### src/rtl/sdr_cmd_monitor.sv
// SDRAM command-bus monitor: decodes commands, tracks per-bank state,
// flags protocol violations and counts ACT/READ/WRITE traffic.
module sdr_cmd_monitor #(
  parameter int NUM_BANKS = 4,
  parameter int BA_W      = 2,
  parameter int ROW_W     = 13,
  parameter int T_RCD     = 3,
  parameter int T_RP      = 3,
  parameter int CNT_W     = 16
) (
  input  logic                 sdram_clk,
  input  logic                 sdram_resetn,
  input  logic                 sdr_cs_n,
  input  logic                 sdr_ras_n,
  input  logic                 sdr_cas_n,
  input  logic                 sdr_we_n,
  input  logic [BA_W-1:0]      sdr_ba,
  input  logic [ROW_W-1:0]     sdr_addr,
  input  logic                 clr_cnt,
  output logic                 cmd_valid,
  output logic [2:0]           cmd_code,
  output logic [NUM_BANKS-1:0] bank_open,
  output logic                 err_valid,
  output logic [2:0]           err_code,
  output logic [BA_W-1:0]      err_bank,
  output logic [CNT_W-1:0]     act_cnt,
  output logic [CNT_W-1:0]     rd_cnt,
  output logic [CNT_W-1:0]     wr_cnt
);

  localparam int TMAX = (T_RCD > T_RP) ? T_RCD : T_RP;
  localparam int TW   = $clog2(TMAX) + 1;

  localparam logic [2:0] C_NOP = 3'd0;
  localparam logic [2:0] C_ACT = 3'd1;
  localparam logic [2:0] C_RD  = 3'd2;
  localparam logic [2:0] C_WR  = 3'd3;
  localparam logic [2:0] C_PRE = 3'd4;
  localparam logic [2:0] C_REF = 3'd5;
  localparam logic [2:0] C_MRS = 3'd6;

  localparam logic [2:0] E_NONE = 3'd0;
  localparam logic [2:0] E_OPEN = 3'd1;
  localparam logic [2:0] E_ACC  = 3'd2;
  localparam logic [2:0] E_TRCD = 3'd3;
  localparam logic [2:0] E_TRP  = 3'd4;
  localparam logic [2:0] E_REF  = 3'd5;

  typedef enum logic [1:0] {
    B_IDLE, B_ACTV, B_OPEN, B_PREC
  } bank_st_t;

  bank_st_t            st_q   [NUM_BANKS];
  bank_st_t            st_d   [NUM_BANKS];
  logic [TW-1:0]       tmr_q  [NUM_BANKS];
  logic [TW-1:0]       tmr_d  [NUM_BANKS];
  logic [NUM_BANKS-1:0] open_d;
  logic [2:0]          cmd_d;
  logic [2:0]          err_d;
  logic [BA_W-1:0]     ebank_d;
  bank_st_t            sel_st;
  logic                any_busy;

  always_comb begin
    cmd_d = C_NOP;
    if (!sdr_cs_n) begin
      case ({sdr_ras_n, sdr_cas_n, sdr_we_n})
        3'b011:  cmd_d = C_ACT;
        3'b101:  cmd_d = C_RD;
        3'b100:  cmd_d = C_WR;
        3'b010:  cmd_d = C_PRE;
        3'b001:  cmd_d = C_REF;
        3'b000:  cmd_d = C_MRS;
        default: cmd_d = C_NOP;
      endcase
    end
  end

  // Timers count down in the transient states; reaching 1 ends the wait.
  always_comb begin
    err_d    = E_NONE;
    any_busy = 1'b0;
    sel_st   = B_IDLE;
    open_d   = '0;
    for (int i = 0; i < NUM_BANKS; i++) begin
      st_d[i]  = st_q[i];
      tmr_d[i] = tmr_q[i];
      if (st_q[i] != B_IDLE) any_busy = 1'b1;
      if (sdr_ba == BA_W'(i)) sel_st = st_q[i];
      if (st_q[i] == B_ACTV || st_q[i] == B_PREC) begin
        if (tmr_q[i] <= TW'(1)) begin
          if (st_q[i] == B_ACTV) st_d[i] = B_OPEN;
          else                   st_d[i] = B_IDLE;
          tmr_d[i] = '0;
        end else begin
          tmr_d[i] = tmr_q[i] - TW'(1);
        end
      end
    end
    case (cmd_d)
      C_ACT: begin
        if (sel_st == B_PREC)      err_d = E_TRP;
        else if (sel_st != B_IDLE) err_d = E_OPEN;
      end
      C_RD, C_WR: begin
        if (sel_st == B_ACTV)      err_d = E_TRCD;
        else if (sel_st != B_OPEN) err_d = E_ACC;
      end
      C_REF: if (any_busy) err_d = E_REF;
      default: ;
    endcase
    for (int i = 0; i < NUM_BANKS; i++) begin
      if (err_d == E_NONE && cmd_d == C_ACT && sdr_ba == BA_W'(i)) begin
        if (T_RCD == 1) begin
          st_d[i]  = B_OPEN;
          tmr_d[i] = '0;
        end else begin
          st_d[i]  = B_ACTV;
          tmr_d[i] = TW'(T_RCD - 1);
        end
      end
      if (cmd_d == C_PRE && (sdr_addr[10] || sdr_ba == BA_W'(i)) &&
          (st_q[i] == B_ACTV || st_q[i] == B_OPEN)) begin
        if (T_RP == 1) begin
          st_d[i]  = B_IDLE;
          tmr_d[i] = '0;
        end else begin
          st_d[i]  = B_PREC;
          tmr_d[i] = TW'(T_RP - 1);
        end
      end
      open_d[i] = (st_d[i] == B_OPEN);
    end
  end

  assign ebank_d = (err_d == E_REF) ? '0 : sdr_ba;

  always_ff @(posedge sdram_clk) begin
    if (!sdram_resetn) begin
      for (int i = 0; i < NUM_BANKS; i++) begin
        st_q[i]  <= B_IDLE;
        tmr_q[i] <= '0;
      end
      cmd_valid <= 1'b0;
      cmd_code  <= C_NOP;
      bank_open <= '0;
      err_valid <= 1'b0;
      err_code  <= E_NONE;
      err_bank  <= '0;
      act_cnt   <= '0;
      rd_cnt    <= '0;
      wr_cnt    <= '0;
    end else begin
      for (int i = 0; i < NUM_BANKS; i++) begin
        st_q[i]  <= st_d[i];
        tmr_q[i] <= tmr_d[i];
      end
      cmd_valid <= (cmd_d != C_NOP);
      cmd_code  <= cmd_d;
      bank_open <= open_d;
      err_valid <= (err_d != E_NONE);
      err_code  <= err_d;
      err_bank  <= (err_d != E_NONE) ? ebank_d : '0;
      if (clr_cnt) begin
        act_cnt <= '0;
        rd_cnt  <= '0;
        wr_cnt  <= '0;
      end else begin
        if (cmd_d == C_ACT && act_cnt != '1) act_cnt <= act_cnt + 1'b1;
        if (cmd_d == C_RD  && rd_cnt  != '1) rd_cnt  <= rd_cnt + 1'b1;
        if (cmd_d == C_WR  && wr_cnt  != '1) wr_cnt  <= wr_cnt + 1'b1;
      end
    end
  end

endmodule

### config.mk
export PLATFORM = sky130hd
export DESIGN_NAME = sdr_cmd_monitor
export DESIGN_NICKNAME = d
export VERILOG_FILES = /design/src/rtl/sdr_cmd_monitor.sv
export SDC_FILE = /design/constraint.sdc
export NUM_CORES = 1
export LEC_CHECK = 0
export BUFFER_PORTS_ARGS = -buffer_cell sky130_fd_sc_hd__buf_2
export CELL_PAD_IN_SITES_DETAIL_PLACEMENT = 1
export CELL_PAD_IN_SITES_GLOBAL_PLACEMENT = 1
export CORE_UTILIZATION = 39
export CTS_BUF_LIST = sky130_fd_sc_hd__clkbuf_8
export DETAILED_ROUTE_END_ITERATION = 10
export GPL_TIMING_DRIVEN = 0
export PLACE_DENSITY = 0.76
export SYNTH_ARGS = -nofsm -noshare
export SYNTH_HDL_FRONTEND = slang
export SYNTH_SLANG_ARGS = --single-unit
### constraint.sdc
create_clock -name sdram_clk -period 1.79 [get_ports sdram_clk]
set_input_delay 0.0895 -clock sdram_clk [delete_from_list [all_inputs] [get_ports sdram_clk]]
set_output_delay 0.0895 -clock sdram_clk [all_outputs]
set_load 0.02 [all_outputs]
==> flow_metrics.tcl <==
set metrics [dict create \
    drv_slew 0 \
    first_pass_iters 5 \
    track_usage_pct 25.6 \
    regArea_mm2 0.00170 \
    vias_per_cell 5.86 \
    synthTopCellsByArea "dfxtp_1 36%, ha_1 7.2%, a21oi_1 5.5%" \
    syn_area_per_cell_um2 8.27 \
    clk_pin_slew_ns 0.09 \
    die_area_mm2 0.0121 \
    maxSlewHeadroom_pct 42.5 \
    synth-seq-cells 82 \
    period_needed_ns 1.97 \
    gp_congestion 0.815 \
    syn_nets 597 \
    yosysUniqueCellTypes 49 \
    fin_ws_ns -0.183 \
    cp_max_fo 5 \
    dp_slack_ns -0.757 \
    syn_inst 549 \
    cts_root_buffer "clkbuf_8" \
    multi_input_area_mm2 0.00299 \
    violations "negative setup slack" \
    crit_required_ns 2.10 \
    rsz0062_at_grt "true" \
    grt_max_degree 13 \
    design_area_mm2 0.00580 \
    arrival_ns 2.29 \
    p_sw_mw 0.866 \
    netlist_area_mm2 0.00454 \
    combPwrFrac_pct 7.0 \
    maxCapViolations 0 \
    fin_skew_ns 0.0129 \
    clock_path_buffers 2 \
    nets 703 \
    clock_sinks 82 \
    drc 0 \
    synth_warnings 0 \
    final_core_util_pct 51.0 \
    worst_pin_slew_ns 0.860 \
    start_util_pct 39.9 \
    yosys_most_used_dff "dfxtp_1" \
    post-synth-top-area-cell "dfxtp_1" \
    rows 39 \
    synth.yosys.seq_area_share_pct 36.2 \
    die_w_um 110 \
    cts_hold_buf 0 \
    clock_latency_ns 0.38 \
    numPortBuffers 69 \
    ys_async_sr_fraction_pct 0 \
    p_leak_nw 2.20 \
    drt_iter0_drc 250 \
    finalCritPeriodShare_pct 110 \
    seqPwrFrac_pct 56.3 \
    ctsHtreeMaxLevel 3 \
    fillers 1365 \
    grt_pass1_wl_um 23600 \
    place_hpwl_um 10100 \
    syn_to_final_growth_pct 27.8 \
    fmax_ghz 0.507 \
    internal-power_mw 2.37 \
    finalSetupViolations 28 \
    min-delay-path-class "in2reg" \
    drt_wl_total_um 14800 \
    crit_type "reg2reg" \
    p_clk_share_pct 36.6 \
    antenna_cells 0 \
    start_kind "flip-flop" \
    die_h_um 110 \
    antenna_found_initial 2 \
    synth_edf_count 0 \
    drtAntennaViolNets 0 \
    ir_drop_v 0.000431 \
    p_per_area_mw_per_mm2 557 \
    netSwitchingFraction_pct 26.8 \
    avgRoutedWirePerCell_um 18.4 \
    grt_pass1_vias 4702 \
    core_mm2 0.0114 \
    crit_path_end_kind "flip-flop" \
    hold_viol_final 0 \
    boundaryPins 84 \
    cts_tree "yes" \
    dr_total_vias 4702 \
    overflow 0 \
    post_dp_cell_area_mm2 0.00512 \
    total_power_mw 3.23 \
    drive_above_1_share_pct 31.2 \
    numCtsBuffers 9 \
    yosysTopAreaCellShare_pct 36.2 \
    status "finished, violations left" \
]
cell type report:
type	count	area share [%]
tap	143	3.08
sequential	82	29.2
timing repair buffer	99	9.90
buffer	20	2.03
clock buffer	9	2.14
inverter	24	1.57
clock inverter	7	0.518
multi-input combinational	419	51.5
registers in the layout, indices dropped and copies added, names as in the netlist:
signal,flops
bank_open,4
cmd_valid,1
rd_cnt,16
wr_cnt,16
err_bank,2
st_q,8
act_cnt,16
tmr_q,12
cmd_code,3
err_code,3
err_valid,1
synthesized netlist by cell type (9+ instances only):
library cell,count
o211ai_1,10
ha_1,26
nand3_1,28
nand4_1,15
dfxtp_1,82
inv_1,23
clkbuf_1,15
mux2i_1,16
a21oi_1,50
o21ai_0,29
or4_1,11
nor4_1,9
nor2_1,30
nand2b_1,23
nand2_1,58
nor3_1,10
or3_1,11
logic make-up (layout without fill, tap and decap cells):
logic type,after synthesis,in the layout,synth area share (%)
buffers and inverters,48,159,4.27
and+or+nand+nor,231,231,27.6
adders and majority gates,26,26,7.17
DFF,82,82,36.2
AOI/OAI and AO/OA,144,144,20.2
muxes,18,18,4.52
final timing paths:
check	start	slack, ns	to	cells after the start
hold / removal	sdr_ba[0]	0.05	err_bank[0]$_SDFF_PP0_	3
hold reg to reg	rd_cnt[1]$_SDFFE_PP0P_	0.50	rd_cnt[1]$_SDFFE_PP0P_	2
setup / recovery	st_q[3][0]$_SDFF_PN0_	-0.18	st_q[2][0]$_SDFF_PN0_	7
setup reg to reg	st_q[3][0]$_SDFF_PN0_	-0.18	st_q[2][0]$_SDFF_PN0_	7
layer usage:
| layer | GRT usage [%] | share of wire [%] | wire length [um] | vias to the layer above |
|---|---|---|---|---|
| li1 | - | - | - | 2235 |
| met1 | 29.6 | 43 | 6370 | 2353 |
| met2 | 44.9 | 51 | 7480 | 81 |
| met3 | 5.57 | 3.6 | 540 | 31 |
| met4 | 11.7 | 2.7 | 399 | 2 |
| met5 | 0 | 0.074 | 11 | - |
timing repair:
item                                    CTS  global route
resized for setup                        62            40
endpoints found under the setup margin   64            66
buffers inserted                         27             3
pin swaps                                20            11
placed cells by master, fill, tap and decap left out, types with 7 or more instances in the layout:
cell	count
buf_2	75
clkbuf_8	11
nand2b_1	23
o211ai_1	10
a2111o_1	7
nand2_1	54
dfxtp_2	10
inv_1	25
ha_1	22
o31ai_1	8
a21oi_2	10
buf_4	29
nand4_1	15
or3_1	10
mux2i_1	16
or4_1	9
a21oi_1	40
nor2_1	28
o21ai_0	26
nand3_1	21
dfxtp_1	61
dfxtp_4	11
nor3_1	8
power groups by stage:
stage               Clock, mW  Combinational, mW  Sequential (mW)
finish                   1.18              0.227             1.82
global placement            0              0.186             1.88
detailed placement          0              0.193             1.88
CTS                      1.20              0.209             1.82
floorplan                   0              0.112             1.88
global route             1.29              0.247             1.82
per-stage QoR:
stage | hold WS [ns] | instances | setup TNS, ns
6_report | 0.0457 | 803 | -2.90
5_1_grt | 0.0582 | 803 | -4.76
4_1_cts | 0.0307 | 802 | -1.69
3_5_place_dp | 0.429 | 761 | -25.00
3_3_place_gp | 0.424 | 761 | -20.67
2_1_floorplan | 0.225 | 549 | -0.0284
critical path: stages (launching register included):
cell and delay (ns):
dfxtp_4 0.35, mux4_2 0.52, ha_4 0.28, nor2_4 0.17, buf_4 0.15, nand3_2 0.11, and2_4 0.19, a21oi_2 0.12
(Power assumes the default switching activity.)
